==> src/rtl/dma_job_scheduler.sv <==
// Shares one DMAC between the weight and image loaders: round-robin grant,
// Start/Done handshake tracking, DMAC reset pulse between jobs, watchdog.
module dma_job_scheduler #(
    parameter int ADDR_W     = 22,
    parameter int SIZE_W     = 32,
    parameter int RST_CYCLES = 2,
    parameter int TIMEOUT    = 600000
) (
    input  logic              CLK,
    input  logic              RST,
    input  logic              W_Req,
    input  logic [ADDR_W-1:0] W_Addr,
    input  logic [SIZE_W-1:0] W_DSize,
    input  logic [SIZE_W-1:0] W_SSize,
    output logic              W_Grant,
    output logic              W_Done,
    input  logic              I_Req,
    input  logic [ADDR_W-1:0] I_Addr,
    input  logic [SIZE_W-1:0] I_DSize,
    input  logic [SIZE_W-1:0] I_SSize,
    output logic              I_Grant,
    output logic              I_Done,
    output logic              DMAC_RST,
    output logic [1:0]        DMAC_Start,
    output logic [ADDR_W-1:0] DMAC_DRAM_START_A,
    output logic [SIZE_W-1:0] DMAC_DRAM_SIZE,
    output logic [SIZE_W-1:0] DMAC_SRAM_SIZE,
    input  logic              DMA_Start,
    input  logic              DMA_Done,
    output logic              Busy,
    output logic              Owner,
    output logic              Err
);
    localparam int                RC_W    = $clog2(RST_CYCLES + 1);
    localparam logic [RC_W-1:0]   RC_LOAD = RC_W'(RST_CYCLES);
    localparam bit                TO_EN   = (TIMEOUT != 0);
    localparam logic [31:0]       TO_LAST = (TIMEOUT == 0) ? 32'd0 : 32'(TIMEOUT - 1);

    typedef enum logic [2:0] {S_DRST, S_IDLE, S_ISSUE, S_RUN, S_DONE} state_t;

    state_t            state;
    logic [RC_W-1:0]   rst_cnt;
    logic [31:0]       wd_cnt;
    logic              last;       // 1 = image owned the previous grant
    logic              zero_job;

    logic              pick_img;
    logic [ADDR_W-1:0] sel_addr;
    logic [SIZE_W-1:0] sel_dsize;
    logic [SIZE_W-1:0] sel_ssize;
    logic              sel_zero;
    logic              timeout_hit;

    always_comb begin
        pick_img    = I_Req && (!W_Req || !last);
        sel_addr    = pick_img ? I_Addr  : W_Addr;
        sel_dsize   = pick_img ? I_DSize : W_DSize;
        sel_ssize   = pick_img ? I_SSize : W_SSize;
        sel_zero    = (sel_dsize == '0) || (sel_ssize == '0);
        // the counter reaches TIMEOUT on the edge that fires
        timeout_hit = TO_EN && (wd_cnt == TO_LAST);
    end

    always_ff @(posedge CLK) begin
        if (RST) begin
            state             <= S_DRST;
            rst_cnt           <= RC_LOAD;
            wd_cnt            <= '0;
            last              <= 1'b1;
            zero_job          <= 1'b0;
            DMAC_RST          <= 1'b1;
            DMAC_Start        <= 2'b00;
            DMAC_DRAM_START_A <= '0;
            DMAC_DRAM_SIZE    <= '0;
            DMAC_SRAM_SIZE    <= '0;
            W_Grant           <= 1'b0;
            I_Grant           <= 1'b0;
            W_Done            <= 1'b0;
            I_Done            <= 1'b0;
            Busy              <= 1'b0;
            Owner             <= 1'b0;
            Err               <= 1'b0;
        end else begin
            W_Grant <= 1'b0;
            I_Grant <= 1'b0;
            W_Done  <= 1'b0;
            I_Done  <= 1'b0;
            case (state)
                S_DRST: begin
                    if (rst_cnt == '0) begin
                        DMAC_RST <= 1'b0;
                        Busy     <= 1'b0;
                        state    <= S_IDLE;
                    end else begin
                        DMAC_RST <= 1'b1;
                        Busy     <= 1'b1;
                        rst_cnt  <= rst_cnt - 1'b1;
                    end
                end
                S_IDLE: begin
                    if (W_Req || I_Req) begin
                        W_Grant           <= !pick_img;
                        I_Grant           <= pick_img;
                        Owner             <= pick_img;
                        last              <= pick_img;
                        DMAC_DRAM_START_A <= sel_addr;
                        DMAC_DRAM_SIZE    <= sel_dsize;
                        DMAC_SRAM_SIZE    <= sel_ssize;
                        Busy              <= 1'b1;
                        wd_cnt            <= '0;
                        zero_job          <= sel_zero;
                        // empty descriptors complete without touching the DMAC
                        if (sel_zero) begin
                            DMAC_Start <= 2'b00;
                            state      <= S_DONE;
                        end else begin
                            DMAC_Start <= pick_img ? 2'b01 : 2'b11;
                            state      <= S_ISSUE;
                        end
                    end
                end
                S_ISSUE: begin
                    wd_cnt <= wd_cnt + 1'b1;
                    if (DMA_Done) begin
                        DMAC_Start <= 2'b00;
                        state      <= S_DONE;
                    end else if (timeout_hit) begin
                        DMAC_Start <= 2'b00;
                        Err        <= 1'b1;
                        state      <= S_DONE;
                    end else if (DMA_Start) begin
                        DMAC_Start <= 2'b00;
                        state      <= S_RUN;
                    end
                end
                S_RUN: begin
                    wd_cnt <= wd_cnt + 1'b1;
                    if (DMA_Done) begin
                        state <= S_DONE;
                    end else if (timeout_hit) begin
                        Err   <= 1'b1;
                        state <= S_DONE;
                    end
                end
                S_DONE: begin
                    W_Done <= !Owner;
                    I_Done <= Owner;
                    if (zero_job) begin
                        Busy  <= 1'b0;
                        state <= S_IDLE;
                    end else begin
                        rst_cnt <= RC_LOAD;
                        state   <= S_DRST;
                    end
                end
                default: state <= S_DRST;
            endcase
        end
    end
endmodule

==> config.mk <==
export PLATFORM = sky130hd
export DESIGN_NAME = dma_job_scheduler
export DESIGN_NICKNAME = d
export VERILOG_FILES = /design/src/rtl/dma_job_scheduler.sv
export SDC_FILE = /design/constraint.sdc
export NUM_CORES = 1
export LEC_CHECK = 0
export CELL_PAD_IN_SITES_DETAIL_PLACEMENT = 0
export CELL_PAD_IN_SITES_GLOBAL_PLACEMENT = 1
export CORE_MARGIN = 5
export CORE_UTILIZATION = 33
export DETAILED_ROUTE_END_ITERATION = 16
export PLACE_DENSITY = 0.85
export SLEW_MARGIN = 20
export SYNTH_ARGS = -nofsm -noshare
export SYNTH_HDL_FRONTEND = slang
export SYNTH_SLANG_ARGS = --single-unit
==> constraint.sdc <==
create_clock -name CLK -period 4.4 [get_ports CLK]
set_input_delay 0.88 -clock CLK [delete_from_list [all_inputs] [get_ports CLK]]
set_output_delay 0.88 -clock CLK [all_outputs]
set_load 0.05 [all_outputs]
==> results.md <==
* Sequential power share at 0.315
* Main synth FF type: dfxtp_1
* RSZ-0062 raised after global routing: no
* Worst VDD drop at 0.281 mV
* Synthesized Nets at 903
* Share of post-route cells with drive strength above 1 at 0.0633
* TritonCTS clock tree: done
* Unique cell type count in the Yosys netlist at 59
* Clk pwr share at 0.295
* FF/Latch Area at 2700 um^2
* Ys async rst share at 0
* Reg2reg end: wd_cnt[29]
* Register area share after synthesis at 0.418
* Slowest CP cell: clkdlybuf4s50_1
* Worst-path cell chain: clkdlybuf4s50_1
* Area of the multi-input gates at 3510 um^2
* CTS Buf Count at 17
* Most common cell after layout, fill and taps aside: clkdlybuf4s50_1
* DRT iter0 DRCs at 318
* Critical Path Source Type: flop
* Hold endpoint: W_Done
* CP bufs+invs at 1
* Reg-to-reg slack, setup at 1970 ps
* Core area at 19400 um^2
* Setup CP Type: reg -> out
* Yosys warns at 0
* Gate power share at 0.390
* FF-to-FF Start: state[2]
* Pre-antenna DRT Iters at 5
* Post-synth EDFFs at 0
* Vias in the first global route at 6067
* Post-DP HPWL at 16700 um
* First-pass GRT wire length at 32800 um
* RePlAce Congestion at 0.852
* Setup tns final at 0 ps
* CP required at 3520 ps
* Initial Utilization at 0.333
* DR WL/cell at 17.7 um
* Commonest non-fill, non-tap cells in the layout: clkdlybuf4s50_1, dfxtp_1, nor2_1
* Tot Pwr at 4.89 mW
* # setup viols final at 0
* Clock Skews at 11.5 ps
* PwrDens at 488 nW/um^2
* Postcts setup bufs at 0
* Worst-Skew Late Latency at 420 ps
* Crit end category: output port
* Worst R2R Path Depth at 5
* Seq cells post-synth at 135
* Post-route ant nets at 0
* Drt drc at 0
* Family with the most delay on the worst path: buffers and inverters
* Vias at 6409
* Initial antenna violation count at 0
* Final Hold Fails at 0
* Hold-critical path depth at 1
* Nets at 1148
* Critical path data arrival time at 1720 ps
* Status: finished clean
* Max FO, Critical Path at 2
* Slew @ Worst Pin at 666 ps
* CTS H-tree depth at 4
* Hold path start: Owner
* Max cap viols at 0
* Die Span Y at 150 um
* Clock sink total at 135
* Slew headroom at 0.554
* Final wirelength at 22000 um
* Post-Syn Area at 6460 um^2
* Post-route minimum period at 2600 ps
* Gr usage total at 0.187
* Largest stage delay, worst path at 930 ps
* Via density at 5.15
* Worst setup path start: DMAC_DRAM_START_A[14]
* Sw Share at 0.379
* Post-CTS Hold Buffers at 0
* Post-synthesis instance total at 723
* Final core utilization at 0.517
* F_max at 385 MHz
* CTS resizes at 0
* Antenna cell count at 0
* Final slew viol count at 0
* Largest net degree at the start of global routing at 128
* Clock transition at path regs at 60 ps
* Fill cells at 1872
* Lkg Pwr at 3.40 nW
* Sw power at 1.86 mW
* Hold crit path type: reg -> reg
* Syn-to-layout area delta at 55.1%
* Die X at 150 um
* Clock root cell: clkbuf_16
* Internal Pwr Total at 3.04 mW
* Site Rows at 51
* Grt total ovfl at 0
* Die area at 22500 um^2
* Final period util at 0.590
* CTS Buffer Depth at 2
* Top-level port count at 274
* Post-Syn Area per Cell at 8.94 um^2
* Port bufs at 273
==> worst reg2reg max path, delay by kind of cell, from the launching register on <==
kind          cells  cell delay, ps
flops             1             500
mux               1             310
simple gates      4            1520
==> metrics by stage <==
stage / hold WS (ps) / instances / setup slack (ps) / instance area [um^2]
floorplan: 464 / 723 / 2380 / 6460
global placement: 462 / 1214 / 1650 / 9430
detailed placement: 471 / 1214 / 1640 / 9430
CTS: 480 / 1245 / 1790 / 10000
global route: 512 / 1245 / 1760 / 10000
finish: 486 / 1245 / 1800 / 10000
==> how the worst max path moves through the flow <==
stage                                  endpoint  slack (ps)  cells past startpoint
after floorplan              DMAC_SRAM_SIZE[10]        2380                      5
after global placement                 zero_job        1650                      6
after detailed placement     DMAC_DRAM_SIZE[29]        1640                      6
after CTS                 DMAC_DRAM_START_A[14]        1790                      1
after global routing                 wd_cnt[26]        1760                      5
final                     DMAC_DRAM_START_A[14]        1800                      1
==> power groups by stage <==
stage	Sequential (mW)	Combinational (mW)	Clock, mW
after floorplan	2.18	0.579	0
after global placement	1.56	1.91	0
after detailed placement	1.56	1.92	0
after CTS	1.54	1.92	1.48
after global routing	1.56	2.03	1.53
final	1.54	1.91	1.44
==> metal layers <==
layer  up-vias  wire length [um]  track usage  part of all wire
met5         -                 0            0                 0
met4         0               422       0.0650             0.019
met3        27              1900       0.0594             0.086
met2       237             10500        0.305              0.48
met1      2913              9120        0.234              0.42
li1       3232                 -            -                 -
==> layout make-up <==
class | instances | area share
Clock buffer | 19 | 0.0442
Clock inverter | 12 | 0.0153
Inverter | 11 | 0.00412
Multi-Input combinational cell | 523 | 0.350
Sequential cell | 135 | 0.270
Tap cell | 265 | 0.0331
Timing Repair Buffer | 280 | 0.284
==> sequential cells by signal, summed over array words and instances, names as in the netlist, 2 cells and up <==
| name | count |
|---|---|
| wd_cnt | 32 |
| DMAC_DRAM_START_A | 22 |
| rst_cnt | 2 |
| DMAC_Start | 2 |
| DMAC_SRAM_SIZE | 32 |
| state | 3 |
| DMAC_DRAM_SIZE | 32 |
==> cells by family (layout without fill, tap and decap cells) <==
family / count (synthesis) / count (layout) / synth area share
simple gates: 270 / 270 / 0.212
compound gates: 151 / 151 / 0.166
flops: 135 / 135 / 0.418
mux: 100 / 100 / 0.158
buf+inv: 65 / 322 / 0.0418
fa+ha+maj: 2 / 2 / 0.00387
==> Yosys cell counts, types with 3 or more instances <==
cell      number  area, um^2
clkbuf_1      36         135
o22ai_1        3        18.8
or3_1          5        31.3
a211oi_1      86         646
nand3_1       13        65.1
and3_1         9        56.3
buf_2         15        75.1
and4_1         3        26.3
o21ai_0       12        60.1
dfxtp_1      135        2700
a21oi_1       18        90.1
mux2_2        11         124
o311ai_0       3        26.3
nor4b_1        3        26.3
nand2_1       22        82.6
nor2_1       124         465
a311oi_1       5        43.8
nand4_1       20         125
mux2i_1       87         871
inv_1         11        41.3
or4_1          5        37.5
nor4_1        42         263
nor3_1         5        25.0
o211ai_1       3        22.5
nand2b_1       4        25.0
(Power assumes the default switching activity.)
